==> src/rtl/im_port_arbiter_if.sv <==
`default_nettype none
// ============================================================================
// Module   : im_port_arbiter_if
// Purpose  : Bundles the fetch port, loader port and IM array lines that meet
//            at the instruction-memory port arbiter.
// Revision : 1.0 - initial release
// ============================================================================
interface im_port_arbiter_if #(
  parameter int AW      = 32,
  parameter int DW      = 32,
  parameter int DEPTH_W = 10
) ();
  // fetch requester
  logic               f_req;
  logic [AW-1:0]      f_addr;
  logic               f_gnt;
  logic               f_rvalid;
  logic [DW-1:0]      f_rdata;
  logic               f_err;
  // loader / debug requester
  logic               ld_req;
  logic               ld_we;
  logic               ld_lock;
  logic [AW-1:0]      ld_addr;
  logic [DW-1:0]      ld_wdata;
  logic               ld_gnt;
  logic               ld_rvalid;
  logic [DW-1:0]      ld_rdata;
  logic               ld_err;
  // IM array
  logic [DEPTH_W-1:0] im_addr;
  logic               im_we;
  logic [DW-1:0]      im_wdata;
  logic [DW-1:0]      im_rdata;

  // arbiter side
  modport slave (
    input  f_req, f_addr, ld_req, ld_we, ld_lock, ld_addr, ld_wdata, im_rdata,
    output f_gnt, f_rvalid, f_rdata, f_err,
    output ld_gnt, ld_rvalid, ld_rdata, ld_err,
    output im_addr, im_we, im_wdata
  );

  // requesters and IM array side
  modport master (
    output f_req, f_addr, ld_req, ld_we, ld_lock, ld_addr, ld_wdata, im_rdata,
    input  f_gnt, f_rvalid, f_rdata, f_err,
    input  ld_gnt, ld_rvalid, ld_rdata, ld_err,
    input  im_addr, im_we, im_wdata
  );
endinterface
`default_nettype wire

==> src/rtl/im_port_arbiter.sv <==
`default_nettype none
// ============================================================================
// Module   : im_port_arbiter
// Purpose  : Shares the single-port instruction memory between the fetch
//            stage (read-only) and the loader/debug port (read/write).
//            Grants are combinational, responses return one cycle later.
//            Optional macro IM_ARB_STARVE_EN builds the loader anti-starvation
//            counter; without it fetch has strict priority.
// Revision : 1.0 - initial release
// ============================================================================
module im_port_arbiter #(
  parameter int AW           = 32,
  parameter int DW           = 32,
  parameter int DEPTH_W      = 10,
  parameter int STARVE_LIMIT = 4
) (
  input logic              clk,
  input logic              rst,
  im_port_arbiter_if.slave bus
);

  typedef enum logic [1:0] {
    IDLE   = 2'd0,
    FETCH  = 2'd1,
    LOAD   = 2'd2,
    LOCKED = 2'd3
  } state_t;

  state_t r_state;
  logic   r_f_pend;
  logic   r_f_err;
  logic   r_ld_pend;
  logic   r_ld_err;
  logic   w_loader_turn;
  logic   w_f_gnt;
  logic   w_ld_gnt;
  logic   w_f_aligned;
  logic   w_ld_aligned;
  logic   w_unused_addr_bits;

  assign w_f_aligned  = (bus.f_addr[1:0] == 2'b00);
  assign w_ld_aligned = (bus.ld_addr[1:0] == 2'b00);

  // Only the word-index bits reach the array; the rest are don't-care.
  assign w_unused_addr_bits = ^{bus.f_addr[AW-1:DEPTH_W+2], bus.ld_addr[AW-1:DEPTH_W+2]};

`ifdef IM_ARB_STARVE_EN
  localparam logic [3:0] c_starve_limit = 4'(STARVE_LIMIT);
  logic [3:0] r_starve_cnt;

  assign w_loader_turn = (r_starve_cnt == c_starve_limit);

  // Count fetch wins taken while the loader waits; any loader grant clears it.
  always_ff @(posedge clk or posedge rst) begin
    if (rst) begin
      r_starve_cnt <= 4'd0;
    end else if (w_ld_gnt) begin
      r_starve_cnt <= 4'd0;
    end else if (w_f_gnt && bus.ld_req && (r_starve_cnt != c_starve_limit)) begin
      r_starve_cnt <= r_starve_cnt + 4'd1;
    end
  end
`else
  // Strict fetch priority: the limit has no meaning in this build.
  localparam int c_unused_starve_limit = STARVE_LIMIT;
  assign w_loader_turn = 1'b0;
`endif

  // Grant selection: locked loader owns the port, else fetch first unless starved.
  always_comb begin
    w_f_gnt  = 1'b0;
    w_ld_gnt = 1'b0;
    if (!rst) begin
      if (r_state == LOCKED) begin
        w_ld_gnt = bus.ld_req;
      end else begin
        w_f_gnt  = bus.f_req  && (!bus.ld_req || !w_loader_turn);
        w_ld_gnt = bus.ld_req && (!bus.f_req  ||  w_loader_turn);
      end
    end
  end

  assign bus.f_gnt    = w_f_gnt;
  assign bus.ld_gnt   = w_ld_gnt;
  assign bus.im_addr  = w_ld_gnt ? bus.ld_addr[DEPTH_W+1:2] : bus.f_addr[DEPTH_W+1:2];
  assign bus.im_we    = w_ld_gnt && bus.ld_we && w_ld_aligned;
  assign bus.im_wdata = bus.ld_wdata;

  assign bus.f_rvalid  = r_f_pend;
  assign bus.f_err     = r_f_err;
  assign bus.f_rdata   = r_f_pend ? bus.im_rdata : '0;
  assign bus.ld_rvalid = r_ld_pend;
  assign bus.ld_err    = r_ld_err;
  assign bus.ld_rdata  = r_ld_pend ? bus.im_rdata : '0;

  // Ownership state plus the registered response owner for next-cycle routing.
  always_ff @(posedge clk or posedge rst) begin
    if (rst) begin
      r_state   <= IDLE;
      r_f_pend  <= 1'b0;
      r_f_err   <= 1'b0;
      r_ld_pend <= 1'b0;
      r_ld_err  <= 1'b0;
    end else begin
      r_f_pend  <= w_f_gnt;
      r_f_err   <= w_f_gnt && !w_f_aligned;
      r_ld_pend <= w_ld_gnt;
      r_ld_err  <= w_ld_gnt && !w_ld_aligned;
      case (r_state)
        LOCKED: begin
          // Release only on a quiet cycle, so no loader access is left in flight.
          if (!bus.ld_lock && !w_ld_gnt) begin
            r_state <= IDLE;
          end
        end
        default: begin
          if (w_ld_gnt && bus.ld_lock) begin
            r_state <= LOCKED;
          end else if (w_ld_gnt) begin
            r_state <= LOAD;
          end else if (w_f_gnt) begin
            r_state <= FETCH;
          end else begin
            r_state <= IDLE;
          end
        end
      endcase
    end
  end

endmodule
`default_nettype wire

==> src/flat_wrapper.sv <==
// flat-port wrapper written by rule: the top's interface ports become plain ports
module im_port_arbiter_flat 
#(
  parameter int AW           = 32,
  parameter int DW           = 32,
  parameter int DEPTH_W      = 10,
  parameter int STARVE_LIMIT = 4
)
  (clk, rst, bus_f_req, bus_f_addr, bus_ld_req, bus_ld_we, bus_ld_lock, bus_ld_addr, bus_ld_wdata, bus_im_rdata, bus_f_gnt, bus_f_rvalid, bus_f_rdata, bus_f_err, bus_ld_gnt, bus_ld_rvalid, bus_ld_rdata, bus_ld_err, bus_im_addr, bus_im_we, bus_im_wdata);
  im_port_arbiter_if #(.AW(AW), .DW(DW), .DEPTH_W(DEPTH_W)) bus_i ();
  input logic clk;
  input logic rst;
  input wire logic [$bits(bus_i.f_req)-1:0] bus_f_req;
  input wire logic [$bits(bus_i.f_addr)-1:0] bus_f_addr;
  input wire logic [$bits(bus_i.ld_req)-1:0] bus_ld_req;
  input wire logic [$bits(bus_i.ld_we)-1:0] bus_ld_we;
  input wire logic [$bits(bus_i.ld_lock)-1:0] bus_ld_lock;
  input wire logic [$bits(bus_i.ld_addr)-1:0] bus_ld_addr;
  input wire logic [$bits(bus_i.ld_wdata)-1:0] bus_ld_wdata;
  input wire logic [$bits(bus_i.im_rdata)-1:0] bus_im_rdata;
  output wire logic [$bits(bus_i.f_gnt)-1:0] bus_f_gnt;
  output wire logic [$bits(bus_i.f_rvalid)-1:0] bus_f_rvalid;
  output wire logic [$bits(bus_i.f_rdata)-1:0] bus_f_rdata;
  output wire logic [$bits(bus_i.f_err)-1:0] bus_f_err;
  output wire logic [$bits(bus_i.ld_gnt)-1:0] bus_ld_gnt;
  output wire logic [$bits(bus_i.ld_rvalid)-1:0] bus_ld_rvalid;
  output wire logic [$bits(bus_i.ld_rdata)-1:0] bus_ld_rdata;
  output wire logic [$bits(bus_i.ld_err)-1:0] bus_ld_err;
  output wire logic [$bits(bus_i.im_addr)-1:0] bus_im_addr;
  output wire logic [$bits(bus_i.im_we)-1:0] bus_im_we;
  output wire logic [$bits(bus_i.im_wdata)-1:0] bus_im_wdata;
  assign bus_i.f_req = bus_f_req;
  assign bus_i.f_addr = bus_f_addr;
  assign bus_i.ld_req = bus_ld_req;
  assign bus_i.ld_we = bus_ld_we;
  assign bus_i.ld_lock = bus_ld_lock;
  assign bus_i.ld_addr = bus_ld_addr;
  assign bus_i.ld_wdata = bus_ld_wdata;
  assign bus_i.im_rdata = bus_im_rdata;
  assign bus_f_gnt = bus_i.f_gnt;
  assign bus_f_rvalid = bus_i.f_rvalid;
  assign bus_f_rdata = bus_i.f_rdata;
  assign bus_f_err = bus_i.f_err;
  assign bus_ld_gnt = bus_i.ld_gnt;
  assign bus_ld_rvalid = bus_i.ld_rvalid;
  assign bus_ld_rdata = bus_i.ld_rdata;
  assign bus_ld_err = bus_i.ld_err;
  assign bus_im_addr = bus_i.im_addr;
  assign bus_im_we = bus_i.im_we;
  assign bus_im_wdata = bus_i.im_wdata;
  im_port_arbiter #(.AW(AW), .DW(DW), .DEPTH_W(DEPTH_W), .STARVE_LIMIT(STARVE_LIMIT)) u_core (.clk(clk), .rst(rst), .bus(bus_i));
endmodule
==> config.mk <==
export PLATFORM = sky130hd
export DESIGN_NAME = im_port_arbiter_flat
export DESIGN_NICKNAME = d
export VERILOG_FILES = /design/src/rtl/im_port_arbiter_if.sv /design/src/rtl/im_port_arbiter.sv /design/src/flat_wrapper.sv
export SDC_FILE = /design/constraint.sdc
export NUM_CORES = 1
export LEC_CHECK = 0
export ABC_CLOCK_PERIOD_IN_PS = 1500
export BUFFER_PORTS_ARGS = -buffer_cell sky130_fd_sc_hd__buf_2
export CAP_MARGIN = 15
export CORE_AREA = 2 2 96 98
export CTS_CLUSTER_DIAMETER = 80
export CTS_CLUSTER_SIZE = 24
export DETAILED_ROUTE_END_ITERATION = 12
export DIE_AREA = 0 0 98 100
export GPL_TIMING_DRIVEN = 0
export MAX_ROUTING_LAYER = met4
export PLACE_DENSITY = 0.6
export SLEW_MARGIN = 10
export SYNTH_ARGS = -nofsm -noshare
export SYNTH_HDL_FRONTEND = slang
export SYNTH_SLANG_ARGS = --single-unit
==> constraint.sdc <==
create_clock -name clk -period 1.5 [get_ports clk]
set_input_delay 0.15 -clock clk [delete_from_list [all_inputs] [get_ports clk]]
set_output_delay 0.15 -clock clk [all_outputs]
set_load 0.02 [all_outputs]
Yosys cells after proc, flatten, opt, wreduce, memory -nomap -nowiden:

Index checks and enable logic that the tools add are counted.

* reductions and logical operators: 14
* multiplexer cells: 12
* equal/unequal tests: 2

Operators by type and width (number)
* 2-to-1 mux 32 bit: 2
* 2-to-1 mux 10 bit: 1
* 2-to-1 mux 2 bit: 4
* logical AND 1 bit: 7
* zero test 1 bit: 5
* 2-to-1 mux 1 bit: 5
* zero test 2 bit: 2
* equality test 2 bit, second input constant: 1
* inequality test 2 bit, second input constant: 1

* flip-flop bits (word level): 6
* output and inout port bits: 113
* logic and storage cells: 33

Logic depth before layout (Yosys ltp):

Gate-level depths: netlist of the first run.

* word-level depth: 8
* depth in mapped cells: 4

Least setup slack after synthesis of the first run:

Ideal clock, no wire load.

* path type: flip-flop to output port
* start: register u_core.r_state[0]
* end: output port bus_im_addr[0]
* cell stages (with the launch flop): 5
* slack: 244 ps
* arrival time: 1106 ps
* buffers on the path: 1
* cells stage by stage: dfrtp_1 -> a21boi_4 -> nor2_4 -> buf_12 -> mux2_4

* word-level cells in the longest chain between the ends: 4

RTL lines
* from (decl): line im_port_arbiter.sv:29 `state_t r_state;`
* from (signal assigned): line im_port_arbiter.sv:99 `r_state <= IDLE;`
* from (signal assigned): line im_port_arbiter.sv:113 `r_state <= IDLE;`
* from (signal assigned): line im_port_arbiter.sv:118 `r_state <= LOCKED;`
* equality test 2 bit: line im_port_arbiter.sv:74 `if (r_state == LOCKED) begin`
* 2-to-1 mux 1 bit: line im_port_arbiter.sv:74
* 2-to-1 mux 1 bit: line im_port_arbiter.sv:73 `if (!rst) begin`
* net bus_ld_gnt: line flat_wrapper.sv:25 `output wire logic [$bits(bus_i.ld_gnt)-1:0] bus_ld_gnt;`
* 2-to-1 mux 10 bit: line im_port_arbiter.sv:85 `assign bus.im_addr = w_ld_gnt ? bus.ld_addr[DEPTH_W+1:2] : bus.f_addr[DEPTH_W+1:2];`
* to (decl): line flat_wrapper.sv:29 `output wire logic [$bits(bus_i.im_addr)-1:0] bus_im_addr;`

The timed path passes the listed nets, and every way through them passes these cells.

Final worst setup path of the first run:

* start: register u_core.r_state[0]
* end: output port bus_im_addr[6]

* word-level cells in the longest chain between the ends: 4

RTL lines (line)
* equality test 2 bit: im_port_arbiter.sv:74
* 2-to-1 mux 1 bit: im_port_arbiter.sv:74
* 2-to-1 mux 1 bit: im_port_arbiter.sv:73
* 2-to-1 mux 10 bit: im_port_arbiter.sv:85

Every way passes these cells.

==> results.yml, run 1 <==
drt:
  top_layer: "met4"
  drt_wl_total_mm: 4.19
  vias: 1486
  routedWlPerCell_um: 9.80
  drtAntennaViolNets: 0
  first_iter_violations: 10
  remaining_drc_errors: 0
  wl_met3_um: 391
  drtPass1Iterations: 4
  wl_met1_mm: 1.58
  dr_wl_met2_mm: 2.20
  viasPerCell: 3.47
timing:
  hold_viol: 0
  slew_headroom: 0.855
  layout_setup_ws_ns: -0.143
  final.min_clock_period_ns: 1.64
  maxSlewViolCount: 0
  grt_setup_unrepaired: "true"
  skew_ns: 0.000755
  max_slew.worst_pin.slew_ns: 0.217
  fmax_mhz: 609
  min_period_over_period: 1.10
  finalSetupTns_ns: -1.20
  finalSetupViolCount: 11
clocking:
  clk_latency_ns: 0.22
  cts-htree-levels: 1
  cts.sinks: 6
  clkSlewWorstSetupHoldPaths_ns: 0.04
  cts_buffers: 3
  cts_root_buf: "clkbuf_8"
  cts_tree: "yes"
  clk_path_buf_depth: 2
finish:
  final_core_util: 0.252
  drive_gt1_frac: 0.748
  layout.nets: 453
  num_antenna_cells: 0
  area_delta_synth_final_pct: 106
  fill_cells: 993
  instances_no_fill: 428
job:
  cap_viol_max_count: 0
power:
  leakage_nw: 1.41
  peakVddDrop_mv: 0.313
  power_density_nw_per_um2: 468
  switching_share: 0.382
  p_total_mw: 1.05
  p_comb_frac: 0.594
  net-switching-power_uw: 401
  seqPwrFrac: 0.176
  p_clk_frac: 0.229
  power.internal_uw: 648
place:
  place.gp.congestion: 0.633
  port_buffers: 174
  post-place-ws_ns: 0.0722
  dp_hpwl_mm: 3.77
  dp.cells: 420
yosys:
  ys_types: 18
  yosysSeqAreaShare: 0.138
  syn_inst: 135
  yosys_register_bits: 6
  avgSynthCellArea_um2: 8.04
  synth_nets: 269
  synth_area_um2: 1090
  ys_warn_count: 0
worst_hold_path:
  hold_path_class: "in -> reg"
floorplan:
  die_y_um: 100
  start_util: 0.122
  die_w_um: 98
  dieArea_um2: 9800
  core_area_um2: 8890
  rows: 35
  io_pins: 247
critical_path:
  critical_path_class: "reg -> out"
  critPathMaxStageDelay_ns: 0.41
  critPathSlowestCell: "dfrtp_1"
  cp.arrival_ns: 1.49
  cp.required_ns: 1.35
  cp_max_fo: 11
  startpoint_type: "flop"
  cp_cell_sequence: "a21boi_4 -> nor2_4 -> buf_12 -> mux2_4 -> buf_2"
  cp-end-kind: "output pin"
grt:
  grt_overflow_total: 0
  grt_first_pass_wirelength_mm: 5.85
  grt_pass1_vias: 1304
  grt_max_degree: 12
  track_usage: 0.0735
  grt_antenna_before_repair: 0
status:
  violations: "negative setup slack"
  status: "finished, violations left"
==> worst max-delay path, delay by kind of cell, from the launching register on <==
kind                   cells  cell delay, ns
AO/OA/AOI/OAI              1            0.20
buffers and inverters      2            0.31
flip-flops                 1            0.41
multiplexers               1            0.29
AND/OR/NAND/NOR            1            0.06
==> placed cells by master, fill, tap and decap left out, types with 2 or more instances in the layout <==
master and n:
and2_1 64, buf_2 165, buf_4 37, buf_6 8, clkbuf_2 6, clkbuf_8 3, dfrtp_1 4, dfrtp_2 2
inv_1 2, mux2_2 2, mux2_4 8, nand2_1 2, nor2_1 3, nor3_1 2
==> power by group through the flow <==
stage	registers [mW]	clock network [mW]	logic (mW)
CTS	0.186	0.241	0.619
finish	0.185	0.241	0.623
detailed placement	0.188	0	0.594
floorplan	0.189	0	0.359
global placement	0.186	0	0.586
global route	0.188	0.255	0.670
==> per-stage QoR <==
step / area (um2) / hold slack [ns]
global route: 2240 / 0.180
global placement: 2100 / 0.107
CTS: 2210 / 0.159
detailed placement: 2100 / 0.116
floorplan: 1090 / -0.0590
finish: 2240 / 0.159
==> synthesized netlist by cell type <==
master    count  area, um2
and3_2        1       7.51
mux2_2        2       22.5
a21o_2        1       8.76
inv_1         2       7.51
nor2_1        3       11.3
clkbuf_1      6       22.5
nor2_4        1       11.3
dfrtp_1       6        150
mux2_4        8        120
o21ai_0       1       5.00
nand2_1       2       7.51
o221ai_1      1       8.76
a21boi_4      1       18.8
nand2b_4      1       13.8
and2_1       64        400
buf_4        32        240
buf_12        1       20.0
nor3_1        2       10.0
==> cell type report <==
cell class | count | area (um2) | share of cell area
clock buffers | 3 | 41.3 | 0.0184
repair buffers | 179 | 963 | 0.430
multi-input cells | 88 | 646 | 0.288
flip-flops and latches | 6 | 153 | 0.0682
plain buffers | 39 | 290 | 0.130
inverters | 2 | 7.51 | 0.00335
well taps | 111 | 139 | 0.0620
==> repair_timing <==
| item | 4_1_cts | 5_1_grt |
|---|---|---|
| endpoints found under the setup margin | 62 | 50 |
| hold endpoints to repair | 6 | 0 |
| resized for setup | 16 | 9 |
| hold buffers | 1 | 0 |
| buffers inserted | 3 | 1 |
| pin swaps | 1 | 1 |
==> sequential cells by signal, indices dropped and copies added, names as in the netlist <==
| name | cells |
|---|---|
| u_core.bus.f_err | 1 |
| u_core.bus.f_rvalid | 1 |
| u_core.bus.ld_err | 1 |
| u_core.bus.ld_rvalid | 1 |
| u_core.r_state | 2 |
==> metal layers <==
metal | GRT usage | vias up
met5 | - | -
li1 | - | 752
met3 | 0.00836 | 2
met1 | 0.0879 | 645
met2 | 0.133 | 87
met4 | 0.0160 | 0
==> worst paths after layout <==
kind                            slack [ns]  cells past startpoint                     startpoint                        endpoint
worst max-delay path                 -0.14                      5  u_core.r_state[0]$_DFFE_PP0P_                  bus_im_addr[6]
max in group asynchronous             0.87                      3                            rst  u_core.bus.ld_rvalid$_DFF_PP0_
worst min-delay path                  0.16                      2                            rst   u_core.bus.f_rvalid$_DFF_PP0_
worst min register to register        0.69                      3  u_core.r_state[1]$_DFFE_PP0P_   u_core.bus.f_rvalid$_DFF_PP0_
worst max register to register        0.49                      4  u_core.r_state[0]$_DFFE_PP0P_      u_core.bus.f_err$_DFF_PP0_
min in group asynchronous             0.43                      3                            rst   u_core.r_state[1]$_DFFE_PP0P_
==> cell families after synthesis <==
logic type / share of synthesized area
buffers and inverters: 0.267
DFF: 0.138
muxes: 0.131
AOI/OAI and AO/OA: 0.0380
and+or+nand+nor: 0.425
No activity file was read; power rests on OpenSTA's default activity.
==> run 2, diff against run 1 <==
--- a/config.mk
+++ b/config.mk
@@ -5,7 +5,7 @@
 export SDC_FILE = /design/constraint.sdc
 export NUM_CORES = 1
 export LEC_CHECK = 0
-export ABC_CLOCK_PERIOD_IN_PS = 1500
+export ABC_CLOCK_PERIOD_IN_PS = 1700
 export BUFFER_PORTS_ARGS = -buffer_cell sky130_fd_sc_hd__buf_2
 export CAP_MARGIN = 15
 export CORE_AREA = 2 2 96 98
@@ -16,6 +16,7 @@
 export GPL_TIMING_DRIVEN = 0
 export MAX_ROUTING_LAYER = met4
 export PLACE_DENSITY = 0.6
+export RECOVER_POWER = 50
 export SLEW_MARGIN = 10
 export SYNTH_ARGS = -nofsm -noshare
 export SYNTH_HDL_FRONTEND = slang
==> constraint.sdc (replaced) <==
create_clock -name clk -period 1.7 [get_ports clk]
set_input_delay 0.17 -clock clk [delete_from_list [all_inputs] [get_ports clk]]
set_output_delay 0.17 -clock clk [all_outputs]
set_load 0.02 [all_outputs]
==> run 2 against run 1 <==
The flow now finishes without violations. Total power fell by 15%. First-iteration DRC count fell by 20%. Count of clock-buffer cells in the layout did not move. Worst hold slack improved by 0.028 ns. Combinational power fell by 17%. Critical path type unchanged.
==> results.yml, run 2 (synthesis gave the netlist of run 1 again) <==
floorplan:
  die_w_um: 98
  rows: 35
  dieArea_um2: 9800
  start_util: 0.122
  io_pins: 247
  die_y_um: 100
  core_area_um2: 8890
drt:
  drt_wl_total_mm: 4.20
  vias: 1471
  drtAntennaViolNets: 0
  routedWlPerCell_um: 9.86
  drtPass1Iterations: 3
  first_iter_violations: 8
  viasPerCell: 3.45
  remaining_drc_errors: 0
status:
  status: "completed"
place:
  port_buffers: 174
  place.gp.congestion: 0.633
  dp_hpwl_mm: 3.77
  dpl_cell_area_um2: 2100
grt:
  grt_first_pass_wirelength_mm: 5.78
  grt_antenna_before_repair: 0
  grt_pass1_vias: 1275
  grt_max_degree: 12
  track_usage: 0.0726
  grt_overflow_total: 0
finish:
  layout.nets: 451
  final_area_um2: 2130
  fill_cells: 1019
  drive_gt1_frac: 0.578
  final_common_cell: "buf_2"
  final_cell_mix: "buf_2, and2_1, clkbuf_1"
  final_core_util: 0.240
  area_delta_synth_final_pct: 96.1
  largest_reg_flops: 2
  top_register: "u_core.r_state"
  num_antenna_cells: 0
critical_path:
  startpoint_type: "flop"
  cp_max_fo: 9
  cp-end-kind: "output pin"
  critical_path_class: "reg -> out"
  ff2ff_path_depth: 4
  cp.required_ns: 1.53
  cp.arrival_ns: 1.49
clocking:
  clk_latency_ns: 0.22
  clkSlewWorstSetupHoldPaths_ns: 0.04
  cts-htree-levels: 1
  cts_buffers: 3
  cts.sinks: 6
  cts_root_buf: "clkbuf_8"
  cts_tree: "yes"
  clk_path_buf_depth: 2
timing:
  maxSlewViolCount: 0
  grt_setup_unrepaired: "false"
  max_slew.worst_pin.slew_ns: 0.362
  final.min_clock_period_ns: 1.66
  slew_headroom: 0.759
  min_period_over_period: 0.975
  skew_ns: 0.000855
  finalSetupTns_ns: 0
  finalSetupViolCount: 0
  hold_viol: 0
  fmax_mhz: 603
power:
  seqPwrFrac: 0.182
  switching_share: 0.394
  leakage_nw: 1.23
  power_density_nw_per_um2: 420
  p_comb_frac: 0.581
  peakVddDrop_mv: 0.268
  power.internal_uw: 542
  net-switching-power_uw: 353
  p_clk_frac: 0.237
  p_total_uw: 895
job:
  cap_viol_max_count: 0
worst_hold_path:
  hold-path-cell-count: 2
  hold_path_class: "in -> reg"
-- run 2: power by group through the flow --
stage,sequential (mW),combinational (mW),clock [mW]
floorplan,0.166,0.317,0
global placement,0.164,0.517,0
detailed placement,0.166,0.524,0
CTS,0.164,0.526,0.212
global route,0.166,0.560,0.222
finish,0.163,0.520,0.212
-- run 2: metal layers --
| layer | GRT usage | routed length (um) | share of wire | vias up |
|---|---|---|---|---|
| met2 | 0.130 | 2160 | 0.51 | 87 |
| met5 | - | 0 | 0 | - |
| li1 | - | - | - | 748 |
| met3 | 0.00836 | 408 | 0.097 | 2 |
| met4 | 0.0160 | 21 | 0.0050 | 0 |
| met1 | 0.0884 | 1610 | 0.38 | 634 |
-- run 2: worst max-delay path: stages, from the launching register on --
cell and delay [ns]:
dfrtp_1 0.41, a21boi_4 0.20, nor2_4 0.06, buf_12 0.14, mux2_4 0.29, buf_4 0.16
-- run 2: area by class of cell --
cell class	instances	area, um2	share of cell area
Sequential cell	6	150	0.0705
Tap cell	111	139	0.0652
Buffer	38	265	0.125
Multi-Input combinational cell	88	646	0.303
Inverter	2	7.51	0.00353
Clock buffer	3	41.3	0.0194
Timing Repair Buffer	178	881	0.414
-- run 2: stage by stage --
step | hold WS (ns) | instances | setup slack [ns]
after floorplan | -0.0390 | 135 | 0.424
after global placement | 0.127 | 420 | 0.274
after CTS | 0.179 | 424 | 0.00920
after global routing | 0.209 | 426 | 0.00342
final | 0.187 | 426 | 0.0418
after detailed placement | 0.136 | 420 | 0.252
-- run 2: worst paths after layout --
path	slack, ns	startpoint	end
max in group asynchronous	1.05	rst	u_core.bus.ld_err$_DFF_PP0_
min reg2reg	0.68	u_core.r_state[1]$_DFFE_PP0P_	u_core.bus.f_rvalid$_DFF_PP0_
max	0.04	u_core.r_state[0]$_DFFE_PP0P_	bus_im_addr[5]
min in group asynchronous	0.46	rst	u_core.r_state[1]$_DFFE_PP0P_
max reg2reg	0.70	u_core.r_state[0]$_DFFE_PP0P_	u_core.bus.f_err$_DFF_PP0_
min	0.19	bus_f_req	u_core.r_state[1]$_DFFE_PP0P_
-- run 2: what timing repair did --
item	in CTS	in global routing
endpoints found under the setup margin	0	23
resized for setup	0	13
hold buffers	1	0
endpoints found under the hold margin	6	0
setup buffers	0	3
==> run 3, diff against run 2 <==
--- a/config.mk
+++ b/config.mk
@@ -5,7 +5,7 @@
 export SDC_FILE = /design/constraint.sdc
 export NUM_CORES = 1
 export LEC_CHECK = 0
-export ABC_CLOCK_PERIOD_IN_PS = 1700
+export ABC_CLOCK_PERIOD_IN_PS = 1800
 export BUFFER_PORTS_ARGS = -buffer_cell sky130_fd_sc_hd__buf_2
 export CAP_MARGIN = 15
 export CORE_AREA = 2 2 96 98
@@ -17,6 +17,7 @@
 export MAX_ROUTING_LAYER = met4
 export PLACE_DENSITY = 0.6
 export RECOVER_POWER = 50
+export SETUP_SLACK_MARGIN = 0.1
 export SLEW_MARGIN = 10
 export SYNTH_ARGS = -nofsm -noshare
 export SYNTH_HDL_FRONTEND = slang
==> constraint.sdc (replaced) <==
create_clock -name clk -period 1.8 [get_ports clk]
set_input_delay 0.18 -clock clk [delete_from_list [all_inputs] [get_ports clk]]
set_output_delay 0.18 -clock clk [all_outputs]
set_load 0.02 [all_outputs]
==> run 3 against run 2 <==
Worst hold slack improved by 0.0091 ns. Cell count shrank 0.23%. Combinational power shrank 5.6%. Clock skew unchanged. Final area hardly changed. Count of clock-buffer cells in the layout unchanged. First-iteration DRC count up 38%. Flip-flop and latch count unchanged. Critical endpoint unchanged. Largest cell class unchanged.
==> results.yml, run 3 (synthesis gave the netlist of run 1 again) <==
place:
  dp.cells: 420
  place.gp.congestion: 0.633
  dp_hpwl_mm: 3.77
  dpl_cell_area_um2: 2100
  port_buffers: 174
  post-place-ws_ns: 0.340
clocking:
  clk_latency_ns: 0.22
  cts_buffers: 3
  cts.sinks: 6
  cts_root_buf: "clkbuf_8"
  clk_path_buf_depth: 2
  cts-htree-levels: 1
  clkSlewWorstSetupHoldPaths_ns: 0.04
  cts_tree: "yes"
worst_hold_path:
  hold_path_class: "in -> reg"
  hp-start: "bus_f_req"
timing:
  skew_ns: 0.000855
  slew_headroom: 0.741
  min_period_over_period: 0.929
  max_slew.worst_pin.slew_ns: 0.388
  maxSlewViolCount: 0
  grt_setup_unrepaired: "true"
  finalSetupViolCount: 0
  hold_viol: 0
  fmax_mhz: 598
  whs_ns: 0.196
  final.min_clock_period_ns: 1.67
  finalSetupTns_ns: 0
  layout_setup_ws_ns: 0.127
critical_path:
  startpoint: "u_core.r_state[0]$_DFFE_PP0P_"
  critical_path_class: "reg -> out"
  critPathSlowestCell: "dfrtp_1"
  cp.required_ns: 1.62
  cp_max_fo: 11
  startpoint_type: "flop"
  cp_cell_sequence: "a21boi_4 -> nor2_4 -> buf_12 -> mux2_4 -> buf_4"
  r2r_start: "u_core.r_state[0]$_DFFE_PP0P_"
  regToRegSetupSlack_ns: 0.80
  cp-end-kind: "output pin"
  cp_top_family: "flip-flops"
  path_buf_inv: 2
  cp.arrival_ns: 1.49
  critPathMaxStageDelay_ns: 0.41
grt:
  grt_antenna_before_repair: 0
  grt_first_pass_wirelength_mm: 5.75
  grt_max_degree: 12
  grt_pass1_vias: 1275
  grt_overflow_total: 0
  track_usage: 0.0725
drt:
  viasPerCell: 3.47
  drt_wl_total_mm: 4.20
  drtAntennaViolNets: 0
  remaining_drc_errors: 0
  vias: 1474
  routedWlPerCell_um: 9.88
  drtPass1Iterations: 3
  first_iter_violations: 11
floorplan:
  core_area_um2: 8890
  die_y_um: 100
  dieArea_um2: 9800
  io_pins: 247
  start_util: 0.122
  die_w_um: 98
  rows: 35
finish:
  num_antenna_cells: 0
  multi_input_area_um2: 646
  largest_reg_flops: 2
  fill_cells: 1019
  instances_no_fill: 425
  seq_area_um2: 150
  drive_gt1_frac: 0.592
  final_area_um2: 2130
  final_core_util: 0.240
  layout.nets: 450
  final_common_cell: "buf_2"
  area_delta_synth_final_pct: 96.2
  top_register: "u_core.r_state"
  final_cell_mix: "buf_2, and2_1, clkbuf_1"
power:
  peakVddDrop_mv: 0.253
  power_density_nw_per_um2: 397
  p_total_uw: 845
  leakage_nw: 1.24
job:
  cap_viol_max_count: 0
status:
  status: "completed"
-- run 3: cell count changes in the layout (fill, tap and decap cells not counted), sizes merged --
cell,change
buf,-2
clkbuf,+1
-- run 3: path summary, 6_finish.rpt --
check                                                 to  cells past startpoint
max                                       bus_im_addr[5]                      5
min                        u_core.r_state[1]$_DFFE_PP0P_                      2
max reg2reg                   u_core.bus.f_err$_DFF_PP0_                      4
min reg2reg                u_core.bus.f_rvalid$_DFF_PP0_                      3
max in group asynchronous    u_core.bus.ld_err$_DFF_PP0_                      3
min in group asynchronous  u_core.r_state[1]$_DFFE_PP0P_                      3
-- run 3: layout make-up --
type,count,area share
Clock buffer,3,0.0194
Sequential cell,6,0.0705
Buffer,39,0.134
Tap cell,111,0.0652
Multi-Input combinational cell,88,0.303
Inverter,2,0.00352
Timing Repair Buffer,176,0.405
-- run 3: worst register-to-register path: cells and delay by family (launching register included) --
family                 cells  cell delay, ns
flip-flops                 1            0.41
AND/OR/NAND/NOR            3            0.36
buffers and inverters      1            0.15
-- run 3: power breakdown --
part           internal, mW  switching [mW]  leakage [nW]
combinational         0.225           0.266          1.14
sequential            0.144          0.0101        0.0789
clock                 0.144          0.0567        0.0216
total                 0.512           0.333          1.24
-- run 3: what timing repair did --
| action | 4_1_cts | 5_1_grt |
|---|---|---|
| pin swaps | 1 | 1 |
| endpoints found under the setup margin | 1 | 30 |
| setup buffers | 0 | 1 |
| hold buffers | 1 | 0 |
| resized for setup | 0 | 15 |
| hold endpoints to repair | 6 | 0 |
-- run 3: per-layer routing --
layer  up-vias  GRT usage  part of all wire
li1        745          -                 -
met1       640     0.0879              0.38
met2        87      0.130              0.52
met3         2    0.00836             0.094
met4         0     0.0160            0.0050
met5         -          -                 0
